`config.mk`:
```
export PLATFORM = sky130hd
export DESIGN_NAME = pop_stack_controller
export DESIGN_NICKNAME = d
export VERILOG_FILES = /design/src/rtl/pop_stack_controller.sv
export SDC_FILE = /design/constraint.sdc
export NUM_CORES = 1
export LEC_CHECK = 0
export ABC_AREA = 1
export BUFFER_PORTS_ARGS = -buffer_cell sky130_fd_sc_hd__buf_2
export CAP_MARGIN = 10
export CORE_MARGIN = 3
export CORE_UTILIZATION = 50
export DETAILED_ROUTE_END_ITERATION = 16
export GPL_TIMING_DRIVEN = 0
export PLACE_DENSITY = 0.73
export SYNTH_ARGS = -nofsm -noshare
export SYNTH_HDL_FRONTEND = slang
export SYNTH_SLANG_ARGS = --single-unit
```
`constraint.sdc`:
```
create_clock -name clk -period 2.6 [get_ports clk]
set_clock_uncertainty 0.15 [all_clocks]
set_input_delay 0.13 -clock clk [delete_from_list [all_inputs] [get_ports clk]]
set_output_delay 0.13 -clock clk [all_outputs]
set_load 0.05 [all_outputs]
```
`src/rtl/pop_stack_controller.sv`:
```
// LIFO stack with single-entry pop, whole-stack drain (dump), and sticky
// overflow/underflow flags. Entries live in a register array indexed by count.
module pop_stack_controller #(
  parameter int WIDTH = 3,
  parameter int DEPTH = 8
) (
  input  logic                     clk,
  input  logic                     rst,
  input  logic                     push_valid,
  input  logic [WIDTH-1:0]         push_data,
  output logic                     push_ready,
  input  logic                     pop_req,
  output logic                     pop_valid,
  output logic [WIDTH-1:0]         pop_data,
  input  logic                     dump_req,
  output logic                     dump_valid,
  output logic [WIDTH-1:0]         dump_data,
  output logic                     dump_done,
  output logic [$clog2(DEPTH):0]   count,
  output logic                     full,
  output logic                     empty,
  output logic                     err_overflow,
  output logic                     err_underflow
);

  localparam int AW = $clog2(DEPTH);
  localparam int CW = AW + 1;

  typedef enum logic {IDLE, DUMP} state_t;

  state_t           state;
  logic [WIDTH-1:0] mem [DEPTH];
  logic [AW-1:0]    top_idx;
  logic [AW-1:0]    wr_idx;
  logic             push_acc;
  logic             pop_acc;
  logic             last_entry;

  assign full       = (count == CW'(DEPTH));
  assign empty      = (count == '0);
  assign push_ready = (state == IDLE) && !full;
  assign top_idx    = count[AW-1:0] - AW'(1);
  assign wr_idx     = count[AW-1:0];
  assign push_acc   = push_valid && push_ready;
  assign pop_acc    = pop_req && !empty;
  assign last_entry = (count == CW'(1));

  always_ff @(posedge clk) begin
    if (rst) begin
      state         <= IDLE;
      count         <= '0;
      pop_valid     <= 1'b0;
      pop_data      <= '0;
      dump_valid    <= 1'b0;
      dump_data     <= '0;
      dump_done     <= 1'b0;
      err_overflow  <= 1'b0;
      err_underflow <= 1'b0;
      for (int i = 0; i < DEPTH; i++) mem[i] <= '0;
    end else begin
      pop_valid  <= 1'b0;
      dump_valid <= 1'b0;
      dump_done  <= 1'b0;
      case (state)
        IDLE: begin
          if (dump_req) begin
            // The first drained entry is emitted on the accepting edge so the
            // dump_valid burst starts one cycle after the request.
            if (empty) begin
              dump_done <= 1'b1;
            end else begin
              dump_valid <= 1'b1;
              dump_data  <= mem[top_idx];
              count      <= count - CW'(1);
              if (last_entry) dump_done <= 1'b1;
              else            state     <= DUMP;
            end
          end else begin
            if (push_valid && full) err_overflow  <= 1'b1;
            if (pop_req && empty)   err_underflow <= 1'b1;
            if (pop_acc) begin
              pop_valid <= 1'b1;
              pop_data  <= mem[top_idx];
            end
            if (push_acc && pop_acc) begin
              mem[top_idx] <= push_data;
            end else if (push_acc) begin
              mem[wr_idx] <= push_data;
              count       <= count + CW'(1);
            end else if (pop_acc) begin
              count <= count - CW'(1);
            end
          end
        end
        DUMP: begin
          dump_valid <= 1'b1;
          dump_data  <= mem[top_idx];
          count      <= count - CW'(1);
          if (last_entry) begin
            dump_done <= 1'b1;
            state     <= IDLE;
          end
        end
        default: state <= IDLE;
      endcase
    end
  end

endmodule

```
==> run metrics, run 1 <==
stage delay of the slowest cell on the critical path=0.40 ns; Skew-Pair Late Insertion Delay=0.31 ns; leading post-synthesis cells by cell area=edfxtp_1 (34%), dfxtp_1 (15%), nand2_1 (6.6%); Pwr per Cell Area=1310 nW/um^2; leakage power of the design=1.03 nW; number of sinks handled by clock tree synthesis=40; DR vias=1729; count of yosys warnings during synthesis=0; FFs w/ async S/R, synth=0%; maximum vdd drop=0.620 mV; chip height=71.1 um; synthesized net count=249; Total Neg Setup Slack=0 ns; Slew @ Worst Pin=1.01 ns; peak fanout along the critical path=12; via count of the first global-routing pass=1721; Bufs and invs on worst path=2; number of iterations in the first detailed-routing pass=4; maximum root-to-sink buffer count=2; Tot GR Track Use=20.2%; Final Hold Fails=0; Clock Tree Root=clkbuf_8; core outline area=4060 um^2; headroom to the max-slew limit=32.6%; number of placed cells counting well taps=312; number of max-slew violations in the final report=0; CP delay by family, top=simple AND/OR/NAND/NOR gates; most used flip-flop cell after synthesis=edfxtp_1; CP endpoint kind=flop; total gr overflow=0; Tmin final=2.39 ns; startpoint type of the worst setup path=flop; commonest cells in the synthesized netlist=nand2_1 (37), nor2_1 (25), edfxtp_1 (24); cell taking the most area after synthesis=edfxtp_1; Overall Power=3.32 mW; Antenna diodes=0; total of max-cap violations=0; uppermost routed layer=met4; Layout Area Growth over Synthesis=19.7%; Yosys cell types=32; WL met3=272 um; most frequently used cell type in the post-synthesis netlist=nand2_1; r2r setup slk=0.21 ns; pin count of the biggest net entering global routing=14; met2 layer wire length in the routed design=2190 um; DP Wirelength=3270 um; initial antenna violation count=0; Post-Syn Area=2120 um^2; portion of the clock cycle consumed by the worst path in the final layout=92.0%; deepest level of the CTS H-tree=2; DIE AREA=5050 um^2; Max Fclk=418 MHz; number of register bits inferred by synthesis=40; final cell area excluding filler cells=2540 um^2; final count of negative-setup-slack endpoints=0; average routed wire per standard cell=14.1 um; total number of nets in the final design=280; number of buffers created by CTS=5; RSZ-0062 raised after global routing=false; data arrival at the endpoint of the critical path=2.26 ns; Total Routed Length=4510 um; I/O Pins=26; post-synthesis area per instance=8.90 um^2; wire length of the first global-routing pass=7910 um; Via-to-Cell Ratio=5.40; critical path's slowest cell=dfxtp_4; post-route ant nets=0; cells along the critical path=inv_4 > clkbuf_8 > ha_2 > nand3_4 > a21oi_4 > nand3_1 > nand2_1 > nand2_2 > o21ai_2; fraction of the yosys area taken by sequential cells=49.1%; width of the die=71.1 um; number of rows created at floorplan=23; number of flops mapped to enable cells by yosys=24; data required time at the worst endpoint=2.46 ns; Hold Buf Count CTS=0; Hold WC Path Type=primary input to flop; clock tree from TritonCTS=yes; post-CTS clock slew at the launch and capture registers of the worst setup and hold paths=0.09 ns; wl on met1=1980 um; remaining design rule violation count=0; number of instances in the synthesized netlist=238; worst setup path category=flop to flop; area share of the leading cell type in the synthesized netlist=34.0%; Port Buffer Count=24; result of the run=finished clean; non-filler cells in the finished layout=320; final RePlAce weighted congestion=0.876; Util after Layout=62.5%; First DRT Iteration DRCs=84; Initial Utilization=52.2%; placed standard-cell area=2310 um^2; fraction of layout cells with a size suffix above 1=27.0%
-- final timing paths --
path	startpoint	to	depth (start not counted)
worst min register to register	err_underflow	err_underflow	2
worst max register to register	count[0]	mem[0][0]	9
worst min-delay path	pop_req	err_underflow	3
worst max-delay path	count[0]	mem[0][0]	9
-- per-stage QoR --
| stage | setup WS, ns | hold slack [ns] |
|---|---|---|
| after floorplan | 0.00733 | 0.144 |
| after global placement | -0.216 | 0.296 |
| after detailed placement | -0.243 | 0.299 |
| after CTS | 0.0363 | 0.00132 |
| after global routing | 0.0370 | 0.0480 |
| final | 0.207 | 0.00848 |
-- sequential cells by signal, indices dropped and copies added, names as in the netlist --
register,cells
mem,24
count,4
dump_data,3
pop_data,3
dump_done,1
dump_valid,1
err_overflow,1
err_underflow,1
pop_valid,1
state,1
-- area by class of cell --
class                           instances  area, um^2
Fill cell                             352        1520
Multi-Input combinational cell        171        1050
Sequential cell                        40        1040
Timing Repair Buffer                   25         128
Inverter                               18        75.1
Clock buffer                            5        68.8
Buffer                                  8        63.8
Tap cell                               50        62.6
Clock inverter                          3        42.5
-- logic make-up after synthesis --
| kind of cell | after synthesis | share of synthesized area (%) |
|---|---|---|
| AO/OA/AOI/OAI | 50 | 12.9 |
| XOR/XNOR | 3 | 1.24 |
| adder cells (fa/ha/maj) | 3 | 1.77 |
| buffers and inverters | 27 | 6.20 |
| flip-flops | 40 | 49.1 |
| AND/OR/NAND/NOR | 115 | 28.7 |
-- worst reg2reg max path, stage by stage, from the launching register on --
cell,delay (ns)
dfxtp_4,0.40
inv_4,0.11
clkbuf_8,0.17
ha_2,0.24
nand3_4,0.11
a21oi_4,0.27
nand3_1,0.12
nand2_1,0.17
nand2_2,0.16
o21ai_2,0.21
-- where the power goes --
group | internal, mW | switching, mW | leakage (nW)
Combinational | 0.522 | 1.40 | 0.591
Sequential | 0.790 | 0.0901 | 0.381
Clock | 0.284 | 0.230 | 0.0558
Total | 1.60 | 1.72 | 1.03
-- layout by cell type, fill, tap and decap left out, types with 2 or more instances in the layout --
| master | netlist | final |
|---|---|---|
| nand3_4 | 4 | 4 |
| inv_2 | 4 | 3 |
| o211ai_1 | 3 | 3 |
| dfxtp_1 | 16 | 15 |
| nor2_1 | 25 | 25 |
| inv_1 | 10 | 10 |
| buf_2 | 2 | 25 |
| xor2_1 | 2 | 2 |
| clkinv_1 | 3 | 4 |
| o21ai_4 | 0 | 6 |
| nand2_1 | 37 | 32 |
| buf_6 | 3 | 3 |
| a21oi_1 | 11 | 11 |
| clkbuf_1 | 4 | 3 |
| nor3_2 | 2 | 2 |
| o21ai_0 | 19 | 19 |
| nand2_4 | 1 | 4 |
| nand3_1 | 14 | 14 |
| nor2_4 | 3 | 3 |
| nand2_2 | 2 | 4 |
| o22ai_1 | 3 | 3 |
| nor3_1 | 23 | 23 |
| ha_1 | 3 | 2 |
| o21ai_2 | 0 | 2 |
| clkbuf_8 | 0 | 6 |
| edfxtp_1 | 24 | 24 |
| o21ai_1 | 12 | 4 |
-- per-layer routing --
layer / global-route usage [%] / up-vias
met5: 0 / -
met4: 9.60 / 0
met3: 4.69 / 9
met2: 32.6 / 50
met1: 25.5 / 783
li1: - / 887
-- repair_timing --
action,CTS,global route
pin swaps,6,1
endpoints found under the setup margin,41,45
buffers inserted,1,0
resized for setup,26,0
(Power assumes the default switching activity.)
==> run 2: changes to the inputs <==
CORE_MARGIN = 2   (was 3)
CORE_UTILIZATION = 28   (was 50)
MAX_ROUTING_LAYER = met4   (was not set)
PLACE_DENSITY = not set   (was 0.73)
==> run 2 against run 1 <==
  * Sequential power grew 0.7%
  * Total power down 5.7%
  * First-iteration DRC count is 9.5% lower
  * Hold slack improved by 0.017 ns
  * Critical path type unchanged
==> run metrics, run 2 (synthesis results as in run 1) <==
average routed wire per standard cell=13.3 um; most common library cell in the layout ignoring fill and taps=nand2_1; Pwr per Cell Area=1250 nW/um^2; worst setup path category=flop to flop; chip height=91.0 um; DIE AREA=8280 um^2; I/O Pins=26; number of sinks handled by clock tree synthesis=40; CP endpoint kind=flop; Port Buffer Count=24; peak fanout along the critical path=12; total of max-cap violations=0; portion of the clock cycle consumed by the worst path in the final layout=92.8%; Via-to-Cell Ratio=4.77; final RePlAce weighted congestion=0.846; deepest level of the CTS H-tree=2; width of the die=91.0 um; Biggest register=mem; First DRT Iteration DRCs=76; Slew @ Worst Pin=0.852 ns; result of the run=finished clean; total number of nets in the final design=280; grt met3 use=3.24%; wire length of the first global-routing pass=7860 um; via count of the first global-routing pass=1610; Initial Utilization=29.0%; most frequent cells in the layout=nand2_1 (33), buf_2 (25), nor2_1 (25), edfxtp_1 (24), nor3_1 (23); maximum vdd drop=0.354 mV; core outline area=7290 um^2; pin count of the biggest net entering global routing=12; DP Wirelength=3570 um; number of buffers created by CTS=5; clock tree from TritonCTS=yes; Hold Buf Count CTS=0; number of placed cells counting well taps=361; post-CTS clock slew at the launch and capture registers of the worst setup and hold paths=0.07 ns; worst hold slack across all endpoints=0.0259 ns; Max Fclk=414 MHz; initial antenna violation count=0; leakage power of the design=0.994 nW; fraction of layout cells with a size suffix above 1=26.4%; Tot GR Track Use=12.4%; number of iterations in the first detailed-routing pass=4; maximum root-to-sink buffer count=2; DR vias=1754; data arrival at the endpoint of the critical path=2.30 ns; Hold WC Path Type=primary input to flop; Skew-Pair Late Insertion Delay=0.29 ns; Final Hold Fails=0; most heavily used metal layer in global routing=met2; number of flip-flops under the largest register name=24; registers with the most flip-flops=mem x24, count x4; Antenna diodes=0; startpoint type of the worst setup path=flop; Tmin final=2.41 ns; number of max-slew violations in the final report=0; RSZ-0062 raised after global routing=false; remaining design rule violation count=0; met1 Resource Use GR=15.4%; non-filler cells in the finished layout=368; r2r setup slk=0.19 ns; Fill cells=786; met2 routing resource usage after global routing=19.7%; headroom to the max-slew limit=43.2%; number of rows created at floorplan=31; post-route ant nets=0; total gr overflow=0; final count of negative-setup-slack endpoints=0; Total Routed Length=4900 um; data required time at the worst endpoint=2.49 ns; Layout Area Growth over Synthesis=18.4%; Clock Tree Root=clkbuf_8
-- run 2: repair_timing --
item                                    CTS  global route
endpoints found under the setup margin   48            48
hold endpoints to repair                  0             0
pin swaps                                 6             0
setup buffers                             1             0
resized for setup                        17             0
-- run 2: cell type report --
class	instances	area, um^2	area share [%]
clock inverters	1	5.00	0.200
inverters	18	75.1	2.99
flip-flops and latches	40	1040	41.6
plain buffers	8	63.8	2.54
repair buffers	25	128	5.09
well taps	99	124	4.94
multi-input cells	171	996	39.7
clock buffers	6	72.6	2.89
-- run 2: routing by layer --
layer | up-vias | share of wire [%] | routed length (um)
met5 | - | 0 | 0
met4 | 0 | 1.1 | 54
met3 | 6 | 6.4 | 313
met2 | 52 | 47 | 2300
met1 | 811 | 46 | 2230
li1 | 885 | - | -
-- run 2: power by group --
group | total (mW) | internal, mW | switching, mW
Clock | 0.388 | 0.182 | 0.205
Combinational | 1.85 | 0.500 | 1.36
Sequential | 0.886 | 0.791 | 0.0955
Total | 3.13 | 1.47 | 1.66
-- run 2: final timing paths --
path / depth (start not counted) / start / endpoint
worst max-delay path: 10 / count[0] / mem[5][1]
worst min-delay path: 3 / pop_req / pop_valid
worst max register to register: 10 / count[0] / mem[5][1]
worst min register to register: 2 / err_underflow / err_underflow
-- run 2: through the flow --
step	setup TNS (ns)	setup WS, ns	total power [mW]	instance area (um^2)	util (%)
2_1_floorplan	0	0.00733	2.26	2120	-
3_3_place_gp	-5.36	-0.238	2.64	2370	32.5
3_5_place_dp	-5.59	-0.247	2.65	2370	32.5
4_1_cts	0	0.0259	3.13	2510	34.5
5_1_grt	0	0.0203	3.35	2510	34.4
6_report	0	0.187	3.13	2510	34.4
-- run 2: worst max-delay path: stages (launching register included) --
cell and delay, ns:
dfxtp_4 0.41, inv_4 0.11, clkbuf_8 0.17, ha_2 0.24, nand3_4 0.12, a21oi_4 0.28
buf_4 0.17, nand3_1 0.11, nand3_4 0.17, buf_6 0.17, nor3_1 0.06
==> run 3: changes to the inputs <==
ABC_AREA = not set   (was 1)
==> run 3 against run 2 <==
  * Maximum frequency decreased by 3.6%
  * Global-route usage decreased by 0.21 points
  * Critical path depth unchanged
  * Die area decreased by 2.4%
  * Non-clock buffer count increased by 5
  * Combinational power increased by 5%
  * Critical endpoint is now mem[1][0]
  * Area after synthesis decreased by 2.5%
  * Hold slack got worse by 0.015 ns
  * Critical path type unchanged
  * Sequential power decreased by 2%
  * Final cell count decreased by 14%
  * Synthesized cell count decreased by 24%
==> run metrics, run 3 <==
result of the run=finished clean; synthesized net count=191; Overall Power=3.22 mW; r2r setup slk=0.1 ns; Post-Syn Area=2060 um^2; number of flops mapped to enable cells by yosys=24; portion of the clock cycle consumed by the worst path in the final layout=96.3%; Hold WC Path Type=primary input to flop; post-CTS clock slew at the launch and capture registers of the worst setup and hold paths=0.08 ns; Total Neg Setup Slack=0 ns; wire length of the first global-routing pass=7490 um; number of instances in the synthesized netlist=180; Yosys cell types=43; Crit Reg-Reg Startpoint=count[0]; chip height=89.9 um; First DRT Iteration DRCs=47; Final Hold Fails=0; post-placement setup slack=-0.0882 ns; number of rows created at floorplan=31; area share of the leading cell type in the synthesized netlist=34.9%; Fill cells=744; data required time at the worst endpoint=2.50 ns; Port Buffer Count=24; peak fanout along the critical path=8; Clock Tree Root=clkbuf_8; Reg-to-Reg End=mem[1][0]; CP delay by family, top=simple AND/OR/NAND/NOR gates; Bufs and invs on worst path=4; startpoint type of the worst setup path=flop; I/O Pins=26; critical path's slowest cell=dfxtp_4; Pwr per Cell Area=1260 nW/um^2; Skew-Pair Late Insertion Delay=0.29 ns; total gr overflow=0; maximum vdd drop=0.311 mV; number of iterations in the first detailed-routing pass=4; number of max-slew violations in the final report=0; most used flip-flop cell after synthesis=edfxtp_1; registers with the most flip-flops=mem x24, count x4; data arrival at the endpoint of the critical path=2.40 ns; worst setup path category=flop to flop; number of register bits inferred by synthesis=40; number of flip-flops under the largest register name=24; cell taking the most area after synthesis=edfxtp_1; DP Wirelength=3260 um; Hold Buf Count CTS=0; pin count of the biggest net entering global routing=13; via count of the first global-routing pass=1411; count of yosys warnings during synthesis=0; DR vias=1411; CP endpoint kind=flop; PnR worst setup slack=0.0963 ns; remaining design rule violation count=0; count of cell instances traversed by the critical path=10; most frequently used cell type in the post-synthesis netlist=nor2_1; length in cells of the worst reg-to-reg path=10; fraction of the yosys area taken by sequential cells=50.4%; Tmin final=2.50 ns; dominant cell type by count on the critical path=buf_12; Max Fclk=399 MHz; Tot GR Track Use=12.2%; Antenna diodes=0; cells along the critical path=buf_12 > clkinvlp_4 > ha_4 > and3b_1 > buf_4 > nor3b_4 > and2_4 > mux2i_4 > buf_12 > o21bai_2; core outline area=7210 um^2; final count of negative-setup-slack endpoints=0; DIE AREA=8080 um^2; post-route ant nets=0; maximum root-to-sink buffer count=2; leakage power of the design=0.977 nW; total of max-cap violations=0; FFs w/ async S/R, synth=0%; total number of nets in the final design=227; average routed wire per standard cell=14.4 um; headroom to the max-slew limit=60.1%; final cell area excluding filler cells=2550 um^2; Layout Area Growth over Synthesis=23.6%; start point of the critical path=count[0]; Initial Utilization=28.6%; clock tree from TritonCTS=yes; final RePlAce weighted congestion=0.762; Via-to-Cell Ratio=4.48; leading post-synthesis cells by cell area=edfxtp_1 (35%), dfxtp_1 (16%), nor2_1 (8.4%); Biggest register=mem; crit path to=mem[1][0]; fraction of layout cells with a size suffix above 1=37.0%; stage delay of the slowest cell on the critical path=0.39 ns; Min-Delay Startpoint=pop_req; deepest level of the CTS H-tree=2; initial antenna violation count=0; number of buffers created by CTS=5; Slew @ Worst Pin=0.594 ns; placed standard-cell area=2350 um^2; number of sinks handled by clock tree synthesis=40; post-synthesis area per instance=11.5 um^2; most frequent cells in the layout=nor2_1 (46), buf_2 (24), edfxtp_1 (24), dfxtp_1 (14), buf_4 (8); commonest cells in the synthesized netlist=nor2_1 (46), edfxtp_1 (24), dfxtp_1 (16); width of the die=89.9 um; most common library cell in the layout ignoring fill and taps=nor2_1; Total Routed Length=4520 um
run 3: cell types whose count changed after synthesis, sizes merged, moves of 4 or more:
| cell | previous run | this run |
|---|---|---|
| o21ai | 31 | 3 |
| mux2i | 0 | 8 |
| a21oi | 12 | 6 |
| nor2 | 30 | 46 |
| nor3b | 0 | 4 |
| nor3 | 25 | 2 |
| nand3 | 19 | 6 |
| nand2 | 40 | 4 |
| mux4 | 0 | 6 |
| o21bai | 0 | 8 |
| mux2 | 0 | 5 |
| inv | 15 | 5 |
run 3: worst min-delay path by stage:
stage,end,slack [ns],cells past startpoint
final,err_underflow,0.01,3
after global routing,err_underflow,0.05,3
after CTS,err_underflow,0.002,3
after detailed placement,err_underflow,0.29,3
after global placement,err_underflow,0.29,3
after floorplan,err_underflow,0.14,2
run 3: tightest hold or removal path, cell delays in order:
cell     delay (ns)
buf_2          0.14
a31oi_1        0.09
nor2_1         0.07
run 3: final cells by class:
class / count / area [um^2] / share of cell area (%)
buffer: 8 / 65.1 / 2.55
clock inverter: 2 / 12.5 / 0.490
clock buffer: 5 / 68.8 / 2.70
tap: 99 / 124 / 4.85
inverter: 5 / 22.5 / 0.882
multi-input combinational: 126 / 1030 / 40.5
timing repair buffer: 30 / 178 / 6.96
sequential: 40 / 1050 / 41.1
run 3: routing by layer:
layer	vias to the layer above	share of wire [%]	global-route usage, %
met5	-	0	-
met4	0	0.97	3.46
met3	5	3.4	3.10
met2	27	44	18.1
met1	669	51	16.5
li1	710	-	-
run 3: report_power, final:
part           switching, mW  total [mW]  leakage, nW  internal, mW
sequential            0.0724       0.868        0.381         0.796
combinational           1.20        1.95        0.556         0.750
clock                  0.225       0.407       0.0400         0.182
total                   1.50        3.22        0.977          1.73
run 3: metrics by stage:
stage,hold slack [ns],util (%),std cells
6_report,0.0113,35.4,315
5_1_grt,0.0534,35.4,315
4_1_cts,0.00238,34.8,312
3_5_place_dp,0.293,32.5,303
3_3_place_gp,0.292,32.5,303
2_1_floorplan,0.137,-,180
run 3: repair_timing:
item,4_1_cts,5_1_grt
buffers inserted,2,4
pin swaps,1,1
endpoints found under the setup margin,30,41
gates resized for setup,11,2
run 3: cell families after synthesis:
family,count (synthesis),share of synthesized area (%)
fa+ha+maj,3,1.82
mux,19,13.5
compound gates,26,10.9
simple gates,73,17.7
buf+inv,14,3.51
flops,40,50.4
xor+xnor,5,2.12
